===== config.mk =====
export PLATFORM = sky130hd
export DESIGN_NAME = multicycle_main_control
export DESIGN_NICKNAME = d
export VERILOG_FILES = /design/src/rtl/rv_ctrl_pkg.sv /design/src/rtl/multicycle_main_control_mem_timeout_ctr.sv /design/src/rtl/multicycle_main_control.sv
export SDC_FILE = /design/constraint.sdc
export NUM_CORES = 1
export LEC_CHECK = 0
export CAP_MARGIN = 20
export CELL_PAD_IN_SITES_DETAIL_PLACEMENT = 1
export CELL_PAD_IN_SITES_GLOBAL_PLACEMENT = 2
export CORE_MARGIN = 5
export CORE_UTILIZATION = 38
export CTS_BUF_LIST = sky130_fd_sc_hd__clkbuf_8
export DETAILED_ROUTE_END_ITERATION = 10
export DONT_BUFFER_PORTS = 1
export PLACE_DENSITY = 0.92
export SKIP_CTS_REPAIR_TIMING = 1
export SYNTH_ARGS = -nofsm -noshare
export SYNTH_HDL_FRONTEND = slang
export SYNTH_SLANG_ARGS = --single-unit

===== constraint.sdc =====
create_clock -name clk -period 3.8 [get_ports clk]
set_input_delay 0.57 -clock clk [delete_from_list [all_inputs] [get_ports clk]]
set_output_delay 0.57 -clock clk [all_outputs]
set_load 0.1 [all_outputs]

===== src/rtl/rv_ctrl_pkg.sv =====
// Shared definitions for the multi-cycle RISC-V main control: opcodes,
// FSM state encoding, ALU-op codes and ALU B-operand select codes.
package rv_ctrl_pkg;

  localparam logic [6:0] OPC_R   = 7'b0110011;
  localparam logic [6:0] OPC_I   = 7'b0010011;
  localparam logic [6:0] OPC_LW  = 7'b0000011;
  localparam logic [6:0] OPC_SW  = 7'b0100011;
  localparam logic [6:0] OPC_BEQ = 7'b1100011;

  typedef enum logic [3:0] {
    S_FETCH,
    S_DECODE,
    S_EXEC_R,
    S_EXEC_I,
    S_ALU_WB,
    S_MEM_ADDR,
    S_MEM_RD,
    S_MEM_WR,
    S_MEM_WB,
    S_BRANCH,
    S_TRAP,
    S_ERROR
  } state_t;

  localparam logic [1:0] ALUOP_ADD = 2'b00;
  localparam logic [1:0] ALUOP_BR  = 2'b01;
  localparam logic [1:0] ALUOP_R   = 2'b10;

  localparam logic [1:0] SRCB_RS2  = 2'b00;
  localparam logic [1:0] SRCB_FOUR = 2'b01;
  localparam logic [1:0] SRCB_IMM  = 2'b10;

  // States whose exit back to FETCH marks a completed instruction.
  function automatic logic is_retire_state(input state_t s);
    return (s == S_ALU_WB) || (s == S_MEM_WB) || (s == S_MEM_WR) || (s == S_BRANCH);
  endfunction

endpackage


===== src/rtl/multicycle_main_control_mem_timeout_ctr.sv =====
// Memory wait counter shared by instruction and data requests. It counts
// cycles where a request is outstanding without ready and flags expiry on
// the waiting cycle that would make the count reach MEM_TIMEOUT.
// MEM_TIMEOUT = 0 disables expiry entirely.
module mem_timeout_ctr #(
  parameter int unsigned MEM_TIMEOUT = 255,
  parameter int unsigned TMO_W       = 8
) (
  input  logic clk,
  input  logic rst_n,
  input  logic clear_i,
  input  logic inc_i,
  output logic expired_o
);

  localparam logic [TMO_W-1:0] LAST_WAIT = TMO_W'(MEM_TIMEOUT - 1);

  logic [TMO_W-1:0] cnt_q;
  logic [TMO_W-1:0] cnt_d;

  // Clear on any state change, otherwise count stalled request cycles.
  always_comb begin
    cnt_d = cnt_q;
    if (clear_i) begin
      cnt_d = '0;
    end else if (inc_i) begin
      cnt_d = cnt_q + TMO_W'(1);
    end
  end

  // Counter register with synchronous active-low reset.
  always_ff @(posedge clk) begin
    if (!rst_n) begin
      cnt_q <= '0;
    end else begin
      cnt_q <= cnt_d;
    end
  end

  assign expired_o = (MEM_TIMEOUT != 0) && inc_i && (cnt_q == LAST_WAIT);

endmodule


===== src/rtl/multicycle_main_control.sv =====
// Main control FSM for the multi-cycle RISC-V datapath. Sequences
// FETCH/DECODE/EXECUTE/MEM/WB, drives the ALU-control fields and all
// datapath enables, and handshakes with a variable-latency memory port.
// Optional macro CTRL_PERF_CNT_EN adds cycle_o / instret_o counters.
module multicycle_main_control
  import rv_ctrl_pkg::*;
#(
  parameter int unsigned MEM_TIMEOUT = 255,
  parameter int unsigned TMO_W       = 8
) (
  input  logic       clk,
  input  logic       rst_n,
  input  logic [6:0] opcode_i,
  input  logic [2:0] func3_i,
  input  logic       func7_i,
  input  logic       mem_ready_i,
  output logic       mem_req_o,
  output logic       mem_we_o,
  output logic       i_or_d_o,
  output logic       ir_write_o,
  output logic       pc_write_o,
  output logic       pc_write_cond_o,
  output logic       pc_src_o,
  output logic       alu_src_a_o,
  output logic [1:0] alu_src_b_o,
  output logic [1:0] alu_op_o,
  output logic [2:0] alu_func3_o,
  output logic       alu_func7_o,
  output logic       reg_write_o,
  output logic       mem_to_reg_o,
  output logic       illegal_o,
  output logic       bus_err_o
`ifdef CTRL_PERF_CNT_EN
  ,
  output logic [31:0] instret_o,
  output logic [31:0] cycle_o
`endif
);

  state_t state_q;
  state_t state_d;
  logic   tmo_expired;
  logic   state_change;

  assign state_change = (state_d != state_q);

  mem_timeout_ctr #(
    .MEM_TIMEOUT(MEM_TIMEOUT),
    .TMO_W      (TMO_W)
  ) u_tmo (
    .clk      (clk),
    .rst_n    (rst_n),
    .clear_i  (state_change),
    .inc_i    (mem_req_o && !mem_ready_i),
    .expired_o(tmo_expired)
  );

  // Next-state logic; ready beats a timeout expiring in the same cycle.
  always_comb begin
    state_d = state_q;
    unique case (state_q)
      S_FETCH: begin
        if (mem_ready_i)      state_d = S_DECODE;
        else if (tmo_expired) state_d = S_ERROR;
      end
      S_DECODE: begin
        case (opcode_i)
          OPC_R:          state_d = S_EXEC_R;
          OPC_I:          state_d = S_EXEC_I;
          OPC_LW, OPC_SW: state_d = S_MEM_ADDR;
          OPC_BEQ:        state_d = S_BRANCH;
          default:        state_d = S_TRAP;
        endcase
      end
      S_EXEC_R:   state_d = S_ALU_WB;
      S_EXEC_I:   state_d = S_ALU_WB;
      S_ALU_WB:   state_d = S_FETCH;
      S_MEM_ADDR: state_d = (opcode_i == OPC_SW) ? S_MEM_WR : S_MEM_RD;
      S_MEM_RD: begin
        if (mem_ready_i)      state_d = S_MEM_WB;
        else if (tmo_expired) state_d = S_ERROR;
      end
      S_MEM_WR: begin
        if (mem_ready_i)      state_d = S_FETCH;
        else if (tmo_expired) state_d = S_ERROR;
      end
      S_MEM_WB:   state_d = S_FETCH;
      S_BRANCH:   state_d = S_FETCH;
      S_TRAP:     state_d = S_TRAP;
      S_ERROR:    state_d = S_ERROR;
      default:    state_d = S_FETCH;
    endcase
  end

  // Moore output decode; only FETCH also looks at mem_ready_i.
  always_comb begin
    mem_req_o       = 1'b0;
    mem_we_o        = 1'b0;
    i_or_d_o        = 1'b0;
    ir_write_o      = 1'b0;
    pc_write_o      = 1'b0;
    pc_write_cond_o = 1'b0;
    pc_src_o        = 1'b0;
    alu_src_a_o     = 1'b0;
    alu_src_b_o     = SRCB_RS2;
    alu_op_o        = ALUOP_ADD;
    alu_func3_o     = 3'b000;
    alu_func7_o     = 1'b0;
    reg_write_o     = 1'b0;
    mem_to_reg_o    = 1'b0;
    illegal_o       = 1'b0;
    bus_err_o       = 1'b0;
    unique case (state_q)
      S_FETCH: begin
        mem_req_o   = 1'b1;
        alu_src_b_o = SRCB_FOUR;
        ir_write_o  = mem_ready_i;
        pc_write_o  = mem_ready_i;
      end
      S_DECODE: begin
        alu_src_b_o = SRCB_IMM;
      end
      S_EXEC_R: begin
        alu_src_a_o = 1'b1;
        alu_src_b_o = SRCB_RS2;
        alu_op_o    = ALUOP_R;
        alu_func3_o = func3_i;
        alu_func7_o = func7_i;
      end
      S_EXEC_I: begin
        alu_src_a_o = 1'b1;
        alu_src_b_o = SRCB_IMM;
        alu_func3_o = func3_i;
      end
      S_ALU_WB: begin
        reg_write_o = 1'b1;
      end
      S_MEM_ADDR: begin
        alu_src_a_o = 1'b1;
        alu_src_b_o = SRCB_IMM;
      end
      S_MEM_RD: begin
        mem_req_o = 1'b1;
        i_or_d_o  = 1'b1;
      end
      S_MEM_WR: begin
        mem_req_o = 1'b1;
        mem_we_o  = 1'b1;
        i_or_d_o  = 1'b1;
      end
      S_MEM_WB: begin
        reg_write_o  = 1'b1;
        mem_to_reg_o = 1'b1;
      end
      S_BRANCH: begin
        alu_src_a_o     = 1'b1;
        alu_src_b_o     = SRCB_RS2;
        alu_op_o        = ALUOP_BR;
        pc_write_cond_o = 1'b1;
        pc_src_o        = 1'b1;
      end
      S_TRAP:  illegal_o = 1'b1;
      S_ERROR: bus_err_o = 1'b1;
      default: ;
    endcase
  end

  // State register; reset abandons any pending request and restarts fetch.
  always_ff @(posedge clk) begin
    if (!rst_n) begin
      state_q <= S_FETCH;
    end else begin
      state_q <= state_d;
    end
  end

`ifdef CTRL_PERF_CNT_EN
  logic [31:0] cycle_q;
  logic [31:0] cycle_d;
  logic [31:0] instret_q;
  logic [31:0] instret_d;

  // Free-running cycle count and retired-instruction count.
  always_comb begin
    cycle_d   = cycle_q + 32'd1;
    instret_d = instret_q;
    if ((state_d == S_FETCH) && is_retire_state(state_q)) begin
      instret_d = instret_q + 32'd1;
    end
  end

  // Performance counter registers.
  always_ff @(posedge clk) begin
    if (!rst_n) begin
      cycle_q   <= '0;
      instret_q <= '0;
    end else begin
      cycle_q   <= cycle_d;
      instret_q <= instret_d;
    end
  end

  assign cycle_o   = cycle_q;
  assign instret_o = instret_q;
`endif

endmodule


==> impl_metrics.ini <==
[power_and_ir_drop]
power_density_nw_per_um2 = 382
p_leak_nw = 0.417
ir_worst_vdd_mv = 0.250

[clock_tree]
ctsHtreeMaxLevel = 1
clk-insertion-delay-late_ns = 0.25
cts_tree = done
clk_pin_slew_ns = 0.06
ctsLongestPathBuffers = 2
root_buffer = clkbuf_8
clock_sinks = 12
cts-buffers-inserted = 3

[layout]
fin_nets = 152
utilization_pct = 50.3
antenna-diode-count = 0
area_delta_synth_final_pct = 26.9
drive_gt1_share_pct = 25.9

[critical_path]
crit_family = simple AND/OR/NAND/NOR gates
critPathCaptureType = primary output
crit_fanout = 16
path_buf_inv = 1
start_kind = flop
worstPathArrival_ns = 2.33
crit_chain = nand2_1 > nor2_4 > buf_12
crit_type = flop to primary output
r2r_slack_ns = 1.24
slowest_stage = dfxtp_1
cp_slowest_stage_delay_ns = 0.73
reg2reg_from = state_q[3]
r2r-end = u_tmo.cnt_q[3]
critPathRequiredTime_ns = 3.23
reg2reg_depth = 5

[logic_synthesis]
ys_warn_count = 0
syn_inst = 128
avgSynthCellArea_sq_um = 7.67
syn-cell-area_sq_um = 982
synth_cell_types = 46
yosysSeqAreaShare_pct = 24.5
synth_edf_count = 0
ys_ff_latch = 12
synth_nets = 144
synthFlopType = dfxtp_1
async_flop_share_pct = 0

[drt]
avgViaCountPerCell = 5.94
wl_met1_um = 1230
ant_nets = 0
route.met2.wl_um = 1390
dr_total_vias = 980
route.detailed.drc = 0
top_layer = met4
drt_iter0_drc = 16
met3_length_um = 206
firstDrtPassIters = 4
wirelength_um = 2880
wl_per_cell_um = 17.5

[timing]
max_slew.worst_pin.slew_ns = 0.965
final_max_slew_viol_count = 0
tns_ns = 0
final_hold_viol_count = 0
rsz0062_at_grt = false
setup_violations = 0
period_minus_slack_ns = 2.90
fmax_mhz = 345
finClkSkew_ns = 0.00344
timing.final.crit_share_pct = 76.3
slew-limit-headroom_pct = 35.9

[die]
start_util_pct = 39.6
die_w_um = 60.8
coreArea_sq_um = 2480
pin_count = 34
row_count = 18
die-height_um = 60.8
die_area_sq_um = 3700

[global_routing]
grt_pass1_wl_um = 4570
grt_max_degree = 19
grt_overflow = 0
grt_pass1_vias = 989
antenna_found_initial = 0
grtUsageTotal_pct = 16.6

[place]
io_buffers = 0
gp_congestion = 0.788
dp_hpwl_um = 2250

[hold_path]
hp-start = rst_n
hp-class = primary input to flop
hold-path-endpoint = state_q[0]
hold_path_depth = 1

[run_status]
status = complete, no violations

[flow_run]
maxCapViolCount = 0
[cell usage after synthesis (all sizes together), types with 3 or more instances]
master	instances	share of area (%)
a21oi	5	2.5
o21ai	3	1.9
inv	6	2.3
nand3	3	1.5
a211oi	8	6.1
and2	4	2.5
dfxtp	12	24
nor3	10	5.1
nor2	13	5.0
nand2	6	2.3
nor4	4	2.5
clkbuf	3	1.1
xnor2	7	6.2
and3	3	1.9
buf	7	5.2
[worst max-delay path by stage]
stage | startpoint | endpoint | slack [ns] | cells past startpoint
floorplan | state_q[1] | illegal_o | 0.18 | 4
global placement | state_q[3] | alu_op_o[0] | 1.21 | 3
detailed placement | state_q[3] | alu_op_o[0] | 1.16 | 3
CTS | state_q[3] | alu_op_o[0] | 0.90 | 3
global route | state_q[3] | pc_write_cond_o | 0.81 | 3
finish | state_q[3] | alu_op_o[0] | 0.90 | 3
[state kept, by name, indices dropped and copies added, names as in the netlist]
name / flops
u_tmo.cnt_q: 8
state_q: 4
[metal layers]
layer / global-route usage [%] / up-vias
met4: 8.98 / 0
met3: 2.98 / 5
li1: - / 480
met2: 29.6 / 34
met1: 18.4 / 461
met5: 0 / -
[final cells by class]
class | count | area (sq um)
fillers | 311 | 1230
flip-flops and latches | 12 | 240
well taps | 30 | 37.5
inverters | 6 | 22.5
multi-input cells | 100 | 728
repair buffers | 13 | 163
clock buffers | 4 | 55.1
[report_power, final]
group | internal, W | switching, W
Combinational | 0.0000467 | 0.000143
Sequential | 0.000130 | 0.0000146
Clock | 0.0000917 | 0.0000507
Total | 0.000268 | 0.000208
[cells by family after synthesis]
kind of cell | Yosys count | share of synthesized area, %
AOI/OAI and AO/OA | 29 | 21.4
xor gates and xnor gates | 8 | 7.13
adders and majority gates | 2 | 2.55
buffers and inverters | 16 | 8.66
DFF | 12 | 24.5
muxes | 1 | 1.02
and+or+nand+nor | 60 | 34.8
[layout by cell type (no fill, tap or decap), types with 2 or more instances in the layout]
cell / instances
ha_1: 2
inv_1: 6
nor2b_1: 2
a211oi_1: 8
nor3_2: 2
xnor2_1: 7
clkbuf_16: 3
or2_2: 2
o31a_1: 2
clkbuf_8: 4
nor2_2: 3
or4b_2: 2
and2_1: 2
a21oi_1: 5
nand3_1: 3
buf_4: 9
or3_1: 2
dfxtp_1: 12
nor2_1: 9
o31ai_1: 2
nor4_1: 2
nor3_1: 8
nor4_4: 2
nand2_1: 6
and3_1: 3
[per-stage QoR]
stage / power (W) / hold slack (ns) / worst slack, ns / area, sq um / std cells
6_report: 0.000476 / 0.443 / 0.901 / 1250 / 165
5_1_grt: 0.000497 / 0.441 / 0.810 / 1250 / 165
4_1_cts: 0.000481 / 0.439 / 0.895 / 1250 / 165
3_5_place_dp: 0.000337 / 0.538 / 1.16 / 1190 / 161
3_3_place_gp: 0.000333 / 0.540 / 1.21 / 1190 / 161
2_1_floorplan: 0.000305 / 0.516 / 0.176 / 1010 / 128
[worst reg2reg max path, stage by stage (launching register included)]
cell and delay [ns]:
dfxtp_1 0.73, or2b_1 0.34, nor3_1 0.11, or4_4 0.57, or3_1 0.46, a211oi_1 0.27
(Power assumes the default switching activity.)
